## src/rtl/wb_pkg.sv

```systemverilog
// ---------------------------------------------------------------------------
// wb_pkg
// Shared types for the writeback arbiter.
//   REG_AW   : register-address width (x0..x31)
//   WB_XLEN  : data width carried by a buffered writeback request
//   wb_req_t : one register-file write (destination + data)
//   onehot32 : decoded destination, with x0 always cleared
// ---------------------------------------------------------------------------
package wb_pkg;

    localparam int REG_AW  = 5;
    localparam int WB_XLEN = 32;

    typedef struct packed {
        logic [REG_AW-1:0]  rd;
        logic [WB_XLEN-1:0] data;
    } wb_req_t;

    // x0 is never a real write target, so its bit is forced low.
    function automatic logic [31:0] onehot32(input logic [REG_AW-1:0] rd);
        logic [31:0] v;
        v     = 32'd0;
        v[rd] = 1'b1;
        v[0]  = 1'b0;
        return v;
    endfunction

endpackage

```

## src/rtl/wb_arbiter_if.sv

```systemverilog
// ---------------------------------------------------------------------------
// wb_arbiter_if
// Bundles the two producer handshakes (load unit, ALU), the register-file
// write port and the pending-destination mask.
//   master : the arbiter (consumes producer requests, drives the write port)
//   slave  : the environment (producers, register file, issue stage)
// ---------------------------------------------------------------------------
interface wb_arbiter_if
    import wb_pkg::*;
#(
    parameter int XLEN = WB_XLEN
);

    logic                ld_valid;
    logic                ld_ready;
    logic [REG_AW-1:0]   ld_rd;
    logic [XLEN-1:0]     ld_data;

    logic                alu_valid;
    logic                alu_ready;
    logic [REG_AW-1:0]   alu_rd;
    logic [XLEN-1:0]     alu_data;

    logic                reg_we;
    logic [REG_AW-1:0]   rd;
    logic [XLEN-1:0]     wd;
    logic [31:0]         pending_mask;

    modport master (
        input  ld_valid, ld_rd, ld_data,
        input  alu_valid, alu_rd, alu_data,
        output ld_ready, alu_ready,
        output reg_we, rd, wd, pending_mask
    );

    modport slave (
        output ld_valid, ld_rd, ld_data,
        output alu_valid, alu_rd, alu_data,
        input  ld_ready, alu_ready,
        input  reg_we, rd, wd, pending_mask
    );

endinterface

```

## src/rtl/wb_fifo.sv

```systemverilog
// ---------------------------------------------------------------------------
// wb_fifo
// Small synchronous FIFO of wb_req_t used to hold ALU results while the
// write port is busy with loads.
//   clk, reset   : clock, asynchronous active-low reset (drops all entries)
//   i_push/data  : enqueue (ignored when full)
//   i_pop        : dequeue head (ignored when empty)
//   o_head       : current head entry (meaningful when !o_empty)
//   o_full/empty : occupancy flags, o_count : number of held entries
//   o_valid      : per-slot occupancy, o_slot_rd : per-slot destination
// ---------------------------------------------------------------------------
module wb_fifo
    import wb_pkg::*;
#(
    parameter int DEPTH = 4
) (
    input  logic                          clk,
    input  logic                          reset,
    input  logic                          i_push,
    input  wb_req_t                       i_push_data,
    input  logic                          i_pop,
    output wb_req_t                       o_head,
    output logic                          o_full,
    output logic                          o_empty,
    output logic [$clog2(DEPTH):0]        o_count,
    output logic [DEPTH-1:0]              o_valid,
    output logic [DEPTH-1:0][REG_AW-1:0]  o_slot_rd
);

    localparam int AW = $clog2(DEPTH);

    wb_req_t         r_mem [DEPTH];
    logic [AW-1:0]   r_wr_ptr;
    logic [AW-1:0]   r_rd_ptr;
    logic [AW:0]     r_count;
    logic            w_do_push;
    logic            w_do_pop;

    assign o_full    = (r_count == (AW+1)'(DEPTH));
    assign o_empty   = (r_count == '0);
    assign o_count   = r_count;
    assign w_do_push = i_push && !o_full;
    assign w_do_pop  = i_pop && !o_empty;

    always_ff @(posedge clk or negedge reset) begin
        if (!reset) begin
            r_wr_ptr <= '0;
            r_rd_ptr <= '0;
            r_count  <= '0;
        end else begin
            if (w_do_push) r_wr_ptr <= r_wr_ptr + 1'b1;
            if (w_do_pop)  r_rd_ptr <= r_rd_ptr + 1'b1;
            if (w_do_push && !w_do_pop)
                r_count <= r_count + 1'b1;
            else if (!w_do_push && w_do_pop)
                r_count <= r_count - 1'b1;
        end
    end

    // Storage needs no reset: occupancy is tracked solely by the pointers.
    always_ff @(posedge clk) begin
        if (w_do_push) r_mem[r_wr_ptr] <= i_push_data;
    end

    assign o_head = r_mem[r_rd_ptr];

    // A slot is live when its distance from the read pointer (mod DEPTH)
    // is below the occupancy count.
    generate
        for (genvar gi = 0; gi < DEPTH; gi++) begin : g_slot
            logic [AW-1:0] w_off;
            assign w_off         = AW'(gi) - r_rd_ptr;
            assign o_valid[gi]   = ({1'b0, w_off} < r_count);
            assign o_slot_rd[gi] = r_mem[gi].rd;
        end
    endgenerate

endmodule

```

## src/rtl/wb_arbiter.sv

```systemverilog
// ---------------------------------------------------------------------------
// wb_arbiter
// Drives the register file's single write port from two producers: the
// variable-latency load unit and the ALU result stream. ALU results are
// buffered while loads hold the port; a starvation guard eventually forces
// the buffered head through, and pending_mask exposes buffered destinations.
//   clk   : clock, rising edge
//   reset : asynchronous active-low reset
//   bus   : wb_arbiter_if.master (producer handshakes, write port, mask)
// Source priority each cycle: forced FIFO head > load > FIFO head > ALU
// bypass (FIFO empty only).
// ---------------------------------------------------------------------------
module wb_arbiter
    import wb_pkg::*;
#(
    parameter int DEPTH        = 4,
    parameter int STARVE_LIMIT = 8,
    parameter int XLEN         = WB_XLEN   // must equal WB_XLEN (buffer type width)
) (
    input  logic         clk,
    input  logic         reset,
    wb_arbiter_if.master bus
);

    localparam int CNT_W = $clog2(DEPTH) + 1;
    localparam int SW    = $clog2(STARVE_LIMIT + 1);

    // FIFO interface
    wb_req_t                       w_head;
    wb_req_t                       w_push_data;
    logic                          w_full;
    logic                          w_empty;
    logic [CNT_W-1:0]              w_count;
    logic [DEPTH-1:0]              w_valid;
    logic [DEPTH-1:0][REG_AW-1:0]  w_slot_rd;

    // Arbitration
    logic          w_force;
    logic          w_ld_write;
    logic          w_alu_room;
    logic          w_alu_keep;
    logic          w_pop;
    logic          w_bypass;
    logic          w_push;
    logic          w_win_we;
    wb_req_t       w_win;

    // State
    logic [SW-1:0]      r_starve;
    logic               r_reg_we;
    logic [REG_AW-1:0]  r_rd;
    logic [XLEN-1:0]    r_wd;

    logic [DEPTH-1:0][31:0] w_slot_mask;
    logic [31:0]            w_pmask;

    // Override applies only while there is a head to force.
    assign w_force    = !w_empty && (r_starve == SW'(STARVE_LIMIT));

    // A load to x0 completes its handshake but does not claim the port.
    assign w_ld_write = bus.ld_valid && !w_force && (bus.ld_rd != '0);

    // No same-cycle pop credit: a full FIFO refuses even while popping.
    assign w_alu_room = (w_count < CNT_W'(DEPTH));
    assign w_alu_keep = bus.alu_valid && w_alu_room && (bus.alu_rd != '0);

    assign w_pop      = !w_empty && (w_force || !w_ld_write);
    assign w_bypass   = w_empty && !w_ld_write && w_alu_keep;
    assign w_push     = w_alu_keep && !w_bypass && !w_full;

    assign w_push_data.rd   = bus.alu_rd;
    assign w_push_data.data = bus.alu_data;

    wb_fifo #(
        .DEPTH (DEPTH)
    ) u_fifo (
        .clk         (clk),
        .reset       (reset),
        .i_push      (w_push),
        .i_push_data (w_push_data),
        .i_pop       (w_pop),
        .o_head      (w_head),
        .o_full      (w_full),
        .o_empty     (w_empty),
        .o_count     (w_count),
        .o_valid     (w_valid),
        .o_slot_rd   (w_slot_rd)
    );

    // Winner select: w_pop already folds in both the forced and the
    // uncontested head, and a forced cycle never accepts a load.
    always_comb begin
        w_win_we = 1'b0;
        w_win    = '0;
        if (w_pop) begin
            w_win_we = 1'b1;
            w_win    = w_head;
        end else if (w_ld_write) begin
            w_win_we   = 1'b1;
            w_win.rd   = bus.ld_rd;
            w_win.data = bus.ld_data;
        end else if (w_bypass) begin
            w_win_we   = 1'b1;
            w_win.rd   = bus.alu_rd;
            w_win.data = bus.alu_data;
        end
    end

    // Counts cycles the head loses to a load; any retirement or an empty
    // FIFO restarts the count.
    always_ff @(posedge clk or negedge reset) begin
        if (!reset) begin
            r_starve <= '0;
        end else if (w_empty || w_pop) begin
            r_starve <= '0;
        end else if (w_ld_write && (r_starve != SW'(STARVE_LIMIT))) begin
            r_starve <= r_starve + 1'b1;
        end
    end

    // Output register: rd/wd hold their last value on idle cycles.
    always_ff @(posedge clk or negedge reset) begin
        if (!reset) begin
            r_reg_we <= 1'b0;
            r_rd     <= '0;
            r_wd     <= '0;
        end else begin
            r_reg_we <= w_win_we;
            if (w_win_we) begin
                r_rd <= w_win.rd;
                r_wd <= w_win.data;
            end
        end
    end

    generate
        for (genvar gi = 0; gi < DEPTH; gi++) begin : g_mask
            assign w_slot_mask[gi] = w_valid[gi] ? onehot32(w_slot_rd[gi]) : 32'd0;
        end
    endgenerate

    always_comb begin
        w_pmask = '0;
        for (int i = 0; i < DEPTH; i++) begin
            w_pmask = w_pmask | w_slot_mask[i];
        end
    end

    assign bus.ld_ready     = !w_force;
    assign bus.alu_ready    = w_alu_room;
    assign bus.reg_we       = r_reg_we;
    assign bus.rd           = r_rd;
    assign bus.wd           = r_wd;
    assign bus.pending_mask = w_pmask;

endmodule

```

## src/flat_wrapper.sv

```systemverilog
// flat-port wrapper written by rule: the top's interface ports become plain ports
module wb_arbiter_flat import wb_pkg::*;
#(
    parameter int DEPTH        = 4,
    parameter int STARVE_LIMIT = 8,
    parameter int XLEN         = WB_XLEN                                            
)
  (clk, reset, bus_ld_valid, bus_ld_rd, bus_ld_data, bus_alu_valid, bus_alu_rd, bus_alu_data, bus_ld_ready, bus_alu_ready, bus_reg_we, bus_rd, bus_wd, bus_pending_mask);
  wb_arbiter_if #(.XLEN(XLEN)) bus_i ();
  input  logic clk;
  input  logic reset;
  input wire logic [$bits(bus_i.ld_valid)-1:0] bus_ld_valid;
  input wire logic [$bits(bus_i.ld_rd)-1:0] bus_ld_rd;
  input wire logic [$bits(bus_i.ld_data)-1:0] bus_ld_data;
  input wire logic [$bits(bus_i.alu_valid)-1:0] bus_alu_valid;
  input wire logic [$bits(bus_i.alu_rd)-1:0] bus_alu_rd;
  input wire logic [$bits(bus_i.alu_data)-1:0] bus_alu_data;
  output wire logic [$bits(bus_i.ld_ready)-1:0] bus_ld_ready;
  output wire logic [$bits(bus_i.alu_ready)-1:0] bus_alu_ready;
  output wire logic [$bits(bus_i.reg_we)-1:0] bus_reg_we;
  output wire logic [$bits(bus_i.rd)-1:0] bus_rd;
  output wire logic [$bits(bus_i.wd)-1:0] bus_wd;
  output wire logic [$bits(bus_i.pending_mask)-1:0] bus_pending_mask;
  assign bus_i.ld_valid = bus_ld_valid;
  assign bus_i.ld_rd = bus_ld_rd;
  assign bus_i.ld_data = bus_ld_data;
  assign bus_i.alu_valid = bus_alu_valid;
  assign bus_i.alu_rd = bus_alu_rd;
  assign bus_i.alu_data = bus_alu_data;
  assign bus_ld_ready = bus_i.ld_ready;
  assign bus_alu_ready = bus_i.alu_ready;
  assign bus_reg_we = bus_i.reg_we;
  assign bus_rd = bus_i.rd;
  assign bus_wd = bus_i.wd;
  assign bus_pending_mask = bus_i.pending_mask;
  wb_arbiter #(.DEPTH(DEPTH), .STARVE_LIMIT(STARVE_LIMIT), .XLEN(XLEN)) u_core (.clk(clk), .reset(reset), .bus(bus_i));
endmodule
```

## config.mk

```make
export PLATFORM = sky130hd
export DESIGN_NAME = wb_arbiter_flat
export DESIGN_NICKNAME = d
export VERILOG_FILES = /design/src/rtl/wb_pkg.sv /design/src/rtl/wb_arbiter_if.sv /design/src/rtl/wb_fifo.sv /design/src/rtl/wb_arbiter.sv /design/src/flat_wrapper.sv
export SDC_FILE = /design/constraint.sdc
export NUM_CORES = 1
export LEC_CHECK = 0
export ABC_CLOCK_PERIOD_IN_PS = 4550
export BUFFER_PORTS_ARGS = -buffer_cell sky130_fd_sc_hd__buf_2
export CORE_MARGIN = 3
export CORE_UTILIZATION = 45
export DETAILED_ROUTE_END_ITERATION = 8
export GPL_ROUTABILITY_DRIVEN = 0
export GPL_TIMING_DRIVEN = 0
export PLACE_DENSITY = 0.66
export SYNTH_ARGS = -nofsm -noshare
export SYNTH_HDL_FRONTEND = slang
export SYNTH_SLANG_ARGS = --single-unit
```

## constraint.sdc

```tcl
create_clock -name clk -period 4.55 [get_ports clk]
set_input_delay 0.91 -clock clk [delete_from_list [all_inputs] [get_ports clk]]
set_output_delay 0.91 -clock clk [all_outputs]
set_load 0.01 [all_outputs]
```

Word level (Yosys, flattened, before mapping)
Memory sizes are Yosys's and may differ from the RTL's.
Cells that the tools add are included.
{"block": "totals", "n_memories": 1, "out_inout_bits": 72, "inputBits": 78, "mem_bits_rw": 148, "regBits": 49, "word_cells": 93}
{"name": "u_core.u_fifo.r_mem", "depth": 4, "word_bits": 37, "read_ports": 5, "rd_clocked_by_memory_dff": 0, "write_ports": 1, "line_no": "wb_fifo.sv:32", "source": "wb_req_t r_mem [DEPTH];"}
{"block": "op_classes", "bitwise_logic": 3, "magnitude_cmp": 13, "mux": 24, "n_addsub": 9, "reduce_logical": 33, "eq_ne": 3}
{"op": "32-bit two-way mux", "n": 4}
{"op": "37-bit two-way mux", "n": 3}
{"op": "32-bit bitwise OR", "n": 3}
{"op": "5-bit by 6-bit less-than comparator with 1-bit output, second input constant", "n": 4}
{"op": "1-bit demux with 5-bit select", "n": 4}
{"op": "5-bit by 1-bit >= comparator with 1-bit output, second input constant", "n": 4}
{"op": "1-bit logical AND", "n": 19}
{"op": "2-bit by 3-bit less-than comparator with 1-bit output", "n": 4}
{"op": "5-bit nonzero test", "n": 2}
{"op": "1-bit two-way mux", "n": 9}
{"op": "4-bit two-way mux", "n": 2}
{"op": "1-bit zero test", "n": 7}
{"op": "3-bit two-way mux", "n": 2}
{"op": "2-bit by 1-bit adder with 2-bit output, second input constant", "n": 2}
{"op": "4-bit by 1-bit adder with 4-bit output, second input constant", "n": 1}
{"op": "4-bit == test, second input constant", "n": 1}
{"op": "4-bit inequality test, second input constant", "n": 1}
{"op": "2-bit nonzero test", "n": 2}
{"op": "1-bit by 2-bit subtractor with 2-bit output, first input constant", "n": 2}
{"op": "2-bit subtractor, first input constant", "n": 2}
{"op": "3-bit by 1-bit adder with 3-bit output, second input constant", "n": 1}
{"op": "3-bit == test, second input constant", "n": 1}
{"op": "3-bit zero test", "n": 1}
{"op": "3-bit less-than comparator, second input constant", "n": 1}
{"op": "2 further kinds", "n": 3}

Depth between registers and ports, before layout
{"block": "depth", "depth_word": 17, "depth_mapped": 12, "depth_no_buf": 11}

By module
A second synthesis with hierarchy kept.
{"block": "unflattened", "cells_unflattened": 621, "area_unflattened_um2": 9699.3}
{"mod": "wb_fifo", "seq_area_each_um2": 4619.4, "area_each_um2": 6043.3, "cells_per_inst": 268, "instances": 1}
{"mod": "wb_arbiter", "seq_area_each_um2": 1051.0, "area_each_um2": 3656.0, "cells_per_inst": 353, "instances": 1}

Worst setup path after synthesis
Ideal clock, no wire load.
{"block": "synth_path", "path_type": "reg2out", "startpoint": "register u_core.u_fifo.r_rd_ptr[0]", "endpoint": "output port bus_pending_mask[21]", "arrival_ps": 2207, "required_ps": 3640, "path_buffers": 2, "stages_incl_launch_ff": 10, "path_slack_ps": 1433, "cell_sequence": "dfrtp_1 -> clkbuf_1 -> buf_2 -> xor2_1 -> inv_1 -> ha_1 -> a21oi_1 -> o211ai_1 -> o22ai_1 -> or3_1"}
{"block": "synth_between", "elab_chain_len": 6, "word_cells_on_any_way": 15, "classes_between": "4 x add/sub; 4 x order compare; 4 x mux; 3 x bitwise"}
{"item": "start: declaration", "line_no": "wb_fifo.sv:34", "source": "logic [AW-1:0] r_rd_ptr;"}
{"item": "start signal: assignment", "line_no": "wb_fifo.sv:52", "source": "if (w_do_pop) r_rd_ptr <= r_rd_ptr + 1'b1;"}
{"item": "1-bit by 2-bit subtractor with 2-bit output", "line_no": "wb_fifo.sv:72", "source": "assign w_off = AW'(gi) - r_rd_ptr;"}
{"item": "2-bit by 3-bit less-than comparator with 1-bit output", "line_no": "wb_fifo.sv:73", "source": "assign o_valid[gi] = ({1'b0, w_off} < r_count);"}
{"item": "32-bit two-way mux", "line_no": "wb_arbiter.sv:138", "source": "assign w_slot_mask[gi] = w_valid[gi] ? onehot32(w_slot_rd[gi]) : 32'd0;"}
{"item": "32-bit bitwise OR (2 in series)", "line_no": "wb_arbiter.sv:145", "source": "w_pmask = w_pmask | w_slot_mask[i];"}
{"item": "32-bit bitwise OR (*)", "line_no": "wb_arbiter.sv:145"}
{"item": "end: declaration", "line_no": "flat_wrapper.sv:23", "source": "output wire logic [$bits(bus_i.pending_mask)-1:0] bus_pending_mask;"}
Every way passes the cells marked *; elsewhere a longest branch is shown, timed or not.

Worst setup path in the final report
{"block": "layout_path", "startpoint": "register u_core.u_fifo.r_rd_ptr[1]", "endpoint": "output port bus_pending_mask[22]"}
Same word-level chain as after synthesis.

==> impl_metrics.py <==
metrics = {
    "logic_synthesis": {
        "synthArstFlopShare_pct": 24.9,
        "synth_fp_nets": 761,
        "synth_ff_type": "edfxtp_1",
        "netlist_area_um2": 9200,
        "ys_warn_count": 0,
        "muxShareOfSynthArea_pct": 9.18,
        "synth-simple-area-share_pct": 9.87,
        "synth-seq-cells": 197,
        "synthAdderAreaFrac_pct": 1.71,
        "synth_top_family_by_area": "compound AO/OA/AOI/OAI gates",
        "synth-edff-count": 148,
        "synthXorXnorAreaFrac_pct": 0.857,
        "syn_inst": 671,
        "synth_cell_types": 56,
        "yosysSeqAreaShare_pct": 61.6,
        "synth.avg_cell_area_um2": 13.7,
        "synth_compound_area_share_pct": 13.5,
    },
    "critical_path": {
        "worstSetupPathType": "reg2out",
        "start_kind": "flop",
        "crit_fanout": 10,
        "worst_setup_path_end_kind": "output port",
        "slowest_stage": "buf_1",
        "required_ns": 3.64,
        "path_cells": "buf_1 > inv_1 > ha_1 > a21boi_0 > o21ai_1 > nand2_1 > o32ai_1 > a221o_1 > buf_2",
        "setup.worst_path.start": "u_core.u_fifo.r_rd_ptr[1]$_DFFE_PN0P_",
        "cp_slowest_stage_delay_ns": 0.54,
        "r2r_start": "u_core.u_fifo.o_count[2]$_DFFE_PN0P_",
        "crit_arrival_ns": 3.34,
    },
    "power": {
        "p_per_area_nw_per_um2": 574,
        "ir_drop_mv": 0.329,
        "leakage_nw": 4.28,
    },
    "clocking": {
        "clkLatencyLatePin_ns": 0.44,
        "cts.sinks": 197,
        "cts_root_buf": "clkbuf_16",
        "ctsHoldBuffers": 0,
        "clkTransAtPathRegs_ns": 0.07,
        "numCtsBuffers": 17,
        "cts_tree": "yes",
        "cts_buffer_depth": 2,
        "h-tree-depth": 4,
    },
    "global_routing": {
        "gr-total-overflow": 0,
        "grt_pass1_vias": 6447,
        "grt_start_max_net_pins": 50,
        "track_usage_pct": 21.7,
        "antenna_found_initial": 4,
        "grt_pass1_wl_mm": 36.5,
    },
    "sta": {
        "setup_viol": 0,
        "max_slew_margin_pct": 51.2,
        "tightest_slew_ns": 0.732,
        "fin_crit_sh_pct": 93.4,
        "max_freq_mhz": 235,
        "maxSlewViolCount": 0,
        "finClkSkew_ns": 0.00927,
        "hold_viol": 0,
        "finalCriticalPeriod_ns": 4.25,
        "rsz0062_at_grt": "false",
        "setup_tns_ns": 0,
    },
    "flow_run": {
        "cap_violations": 0,
    },
    "placed_design": {
        "portBuffers": 148,
        "hpwl_mm": 15.9,
    },
    "routing": {
        "vias": 6474,
        "ant_nets": 0,
        "post_drt_wl_per_cell_um": 20.8,
        "post_drt_via_cell_ratio": 5.75,
        "first_pass_iters": 6,
        "finalWirelength_mm": 23.4,
        "drcViolationCount": 0,
        "drt_iter0_markers": 443,
    },
    "run_status": {
        "status": "finished, final reports clean",
    },
    "floorplan": {
        "die_y_um": 149,
        "start_util_pct": 46.5,
        "core_area_um2": 19800,
        "die-area_um2": 22200,
        "ios": 150,
        "rows": 51,
        "die_w_um": 149,
    },
    "finish": {
        "utilization_pct": 55.7,
        "area_growth_pct": 19.6,
        "drive_above_1_share_pct": 30.1,
        "layout.nets": 934,
    },
    "hold_path": {
        "hp-start": "u_core.r_starve[0]$_DFFE_PN0P_",
        "hold_class": "reg2reg",
    },
}
-- layer usage --
metal	GRT usage, %	share of wire, %
met1	29.9	42
met2	34.7	48
met3	5.17	7.9
met4	6.13	1.7
met5	0	0.15
-- placed cells by master (no fill, tap or decap), drive strengths merged, types with 9 or more instances in the layout --
cell type | synthesis | routed
a2bb2oi | 35 | 35
a221o | 24 | 24
dfrtp | 49 | 49
nand2 | 47 | 47
nand2b | 9 | 9
buf | 21 | 175
o22ai | 14 | 14
inv | 23 | 28
a21oi | 38 | 38
nor2 | 87 | 87
edfxtp | 148 | 148
ha | 11 | 11
clkbuf | 15 | 34
mux4 | 37 | 37
-- worst max-delay path, delay by kind of cell (launching register included) --
kind	cells	cell delay, ns
flip-flops	1	0.47
AND/OR/NAND/NOR	1	0.30
adder cells (fa/ha/maj)	1	0.30
buffers and inverters	3	0.78
AO/OA/AOI/OAI	4	1.06
-- cells by family after synthesis --
| logic type | after synthesis |
|---|---|
| buffers and inverters | 59 |
| DFF | 197 |
| and+or+nand+nor | 195 |
| AOI/OAI and AO/OA | 160 |
| muxes | 38 |
| other | 1 |
| adders and majority gates | 12 |
| xor gates and xnor gates | 9 |
-- through the flow --
| stage | hold slack (ns) | worst slack [ns] | cells | area, µm² | power, mW |
|---|---|---|---|---|---|
| after floorplan | 0.454 | 1.43 | 671 | 9200 | 4.03 |
| final | 0.485 | 0.300 | 1125 | 11000 | 6.32 |
| after CTS | 0.489 | 0.158 | 1120 | 11000 | 6.37 |
| after global routing | 0.514 | 0.0348 | 1123 | 11000 | 6.69 |
| after global placement | 0.478 | 0.535 | 1084 | 10300 | 4.75 |
| after detailed placement | 0.480 | 0.656 | 1088 | 10400 | 4.81 |
-- final timing paths --
check,cells past startpoint,slack (ns),endpoint
max,9,0.30,bus_pending_mask[22]
min,1,0.48,u_core.r_starve[0]$_DFFE_PN0P_
max reg2reg,5,1.87,u_core.u_fifo.r_mem[1][2]$_DFFE_PP_
min reg2reg,1,0.48,u_core.r_starve[0]$_DFFE_PN0P_
max in group asynchronous,1,3.53,u_core.bus.wd[0]$_DFFE_PN0P_
min in group asynchronous,1,0.54,u_core.bus.wd[28]$_DFFE_PN0P_
-- cell usage after synthesis, drive strengths merged (4+ instances only) --
master	count	share of area, %
mux4	37	9.1
clkbuf	15	0.61
o22ai	14	0.95
and3b	4	0.38
nand2	47	1.9
a32o	5	0.54
nor3	5	0.27
a221o	24	2.6
o32ai	7	0.67
o221ai	8	0.76
xnor2	5	0.48
o211ai	8	0.65
nand3b	6	0.49
ha	11	1.5
buf	21	1.6
a2bb2oi	35	3.3
and2	5	0.34
dfrtp	49	13
nand2b	9	0.61
o21ai	7	0.42
inv	23	0.97
nor3b	5	0.41
a21oi	38	2.1
edfxtp	148	48
nand3	8	0.44
xor2	4	0.38
nor2b	7	0.48
nor2	87	3.5
-- sequential cells by signal, indices dropped and copies added (netlist names) --
register                flops
u_core.u_fifo.r_wr_ptr      2
u_core.bus.rd               5
u_core.u_fifo.r_mem       148
u_core.bus.reg_we           1
u_core.u_fifo.o_count       3
u_core.r_starve             4
u_core.u_fifo.r_rd_ptr      2
u_core.bus.wd              32
-- repair_timing --
item,CTS,global route
gates resized for setup,0,2
endpoints found under the setup margin,0,9
buffers inserted,0,2
-- power breakdown --
group	internal, mW	switching, mW	leakage (nW)
Clock	0.890	0.661	0.302
Combinational	0.970	1.28	2.05
Sequential	2.33	0.190	1.93
Total	4.19	2.13	4.28
-- layout make-up --
cell class | instances | area (µm²)
clock inverter | 13 | 170
timing repair buffer | 154 | 846
buffer | 36 | 204
fill | 1719 | 8770
sequential | 197 | 5670
inverter | 23 | 88.8
tap | 265 | 332
multi-input combinational | 415 | 3250
antenna | 3 | 7.51
clock buffer | 19 | 443
Power figures use the tool's default switching activity.
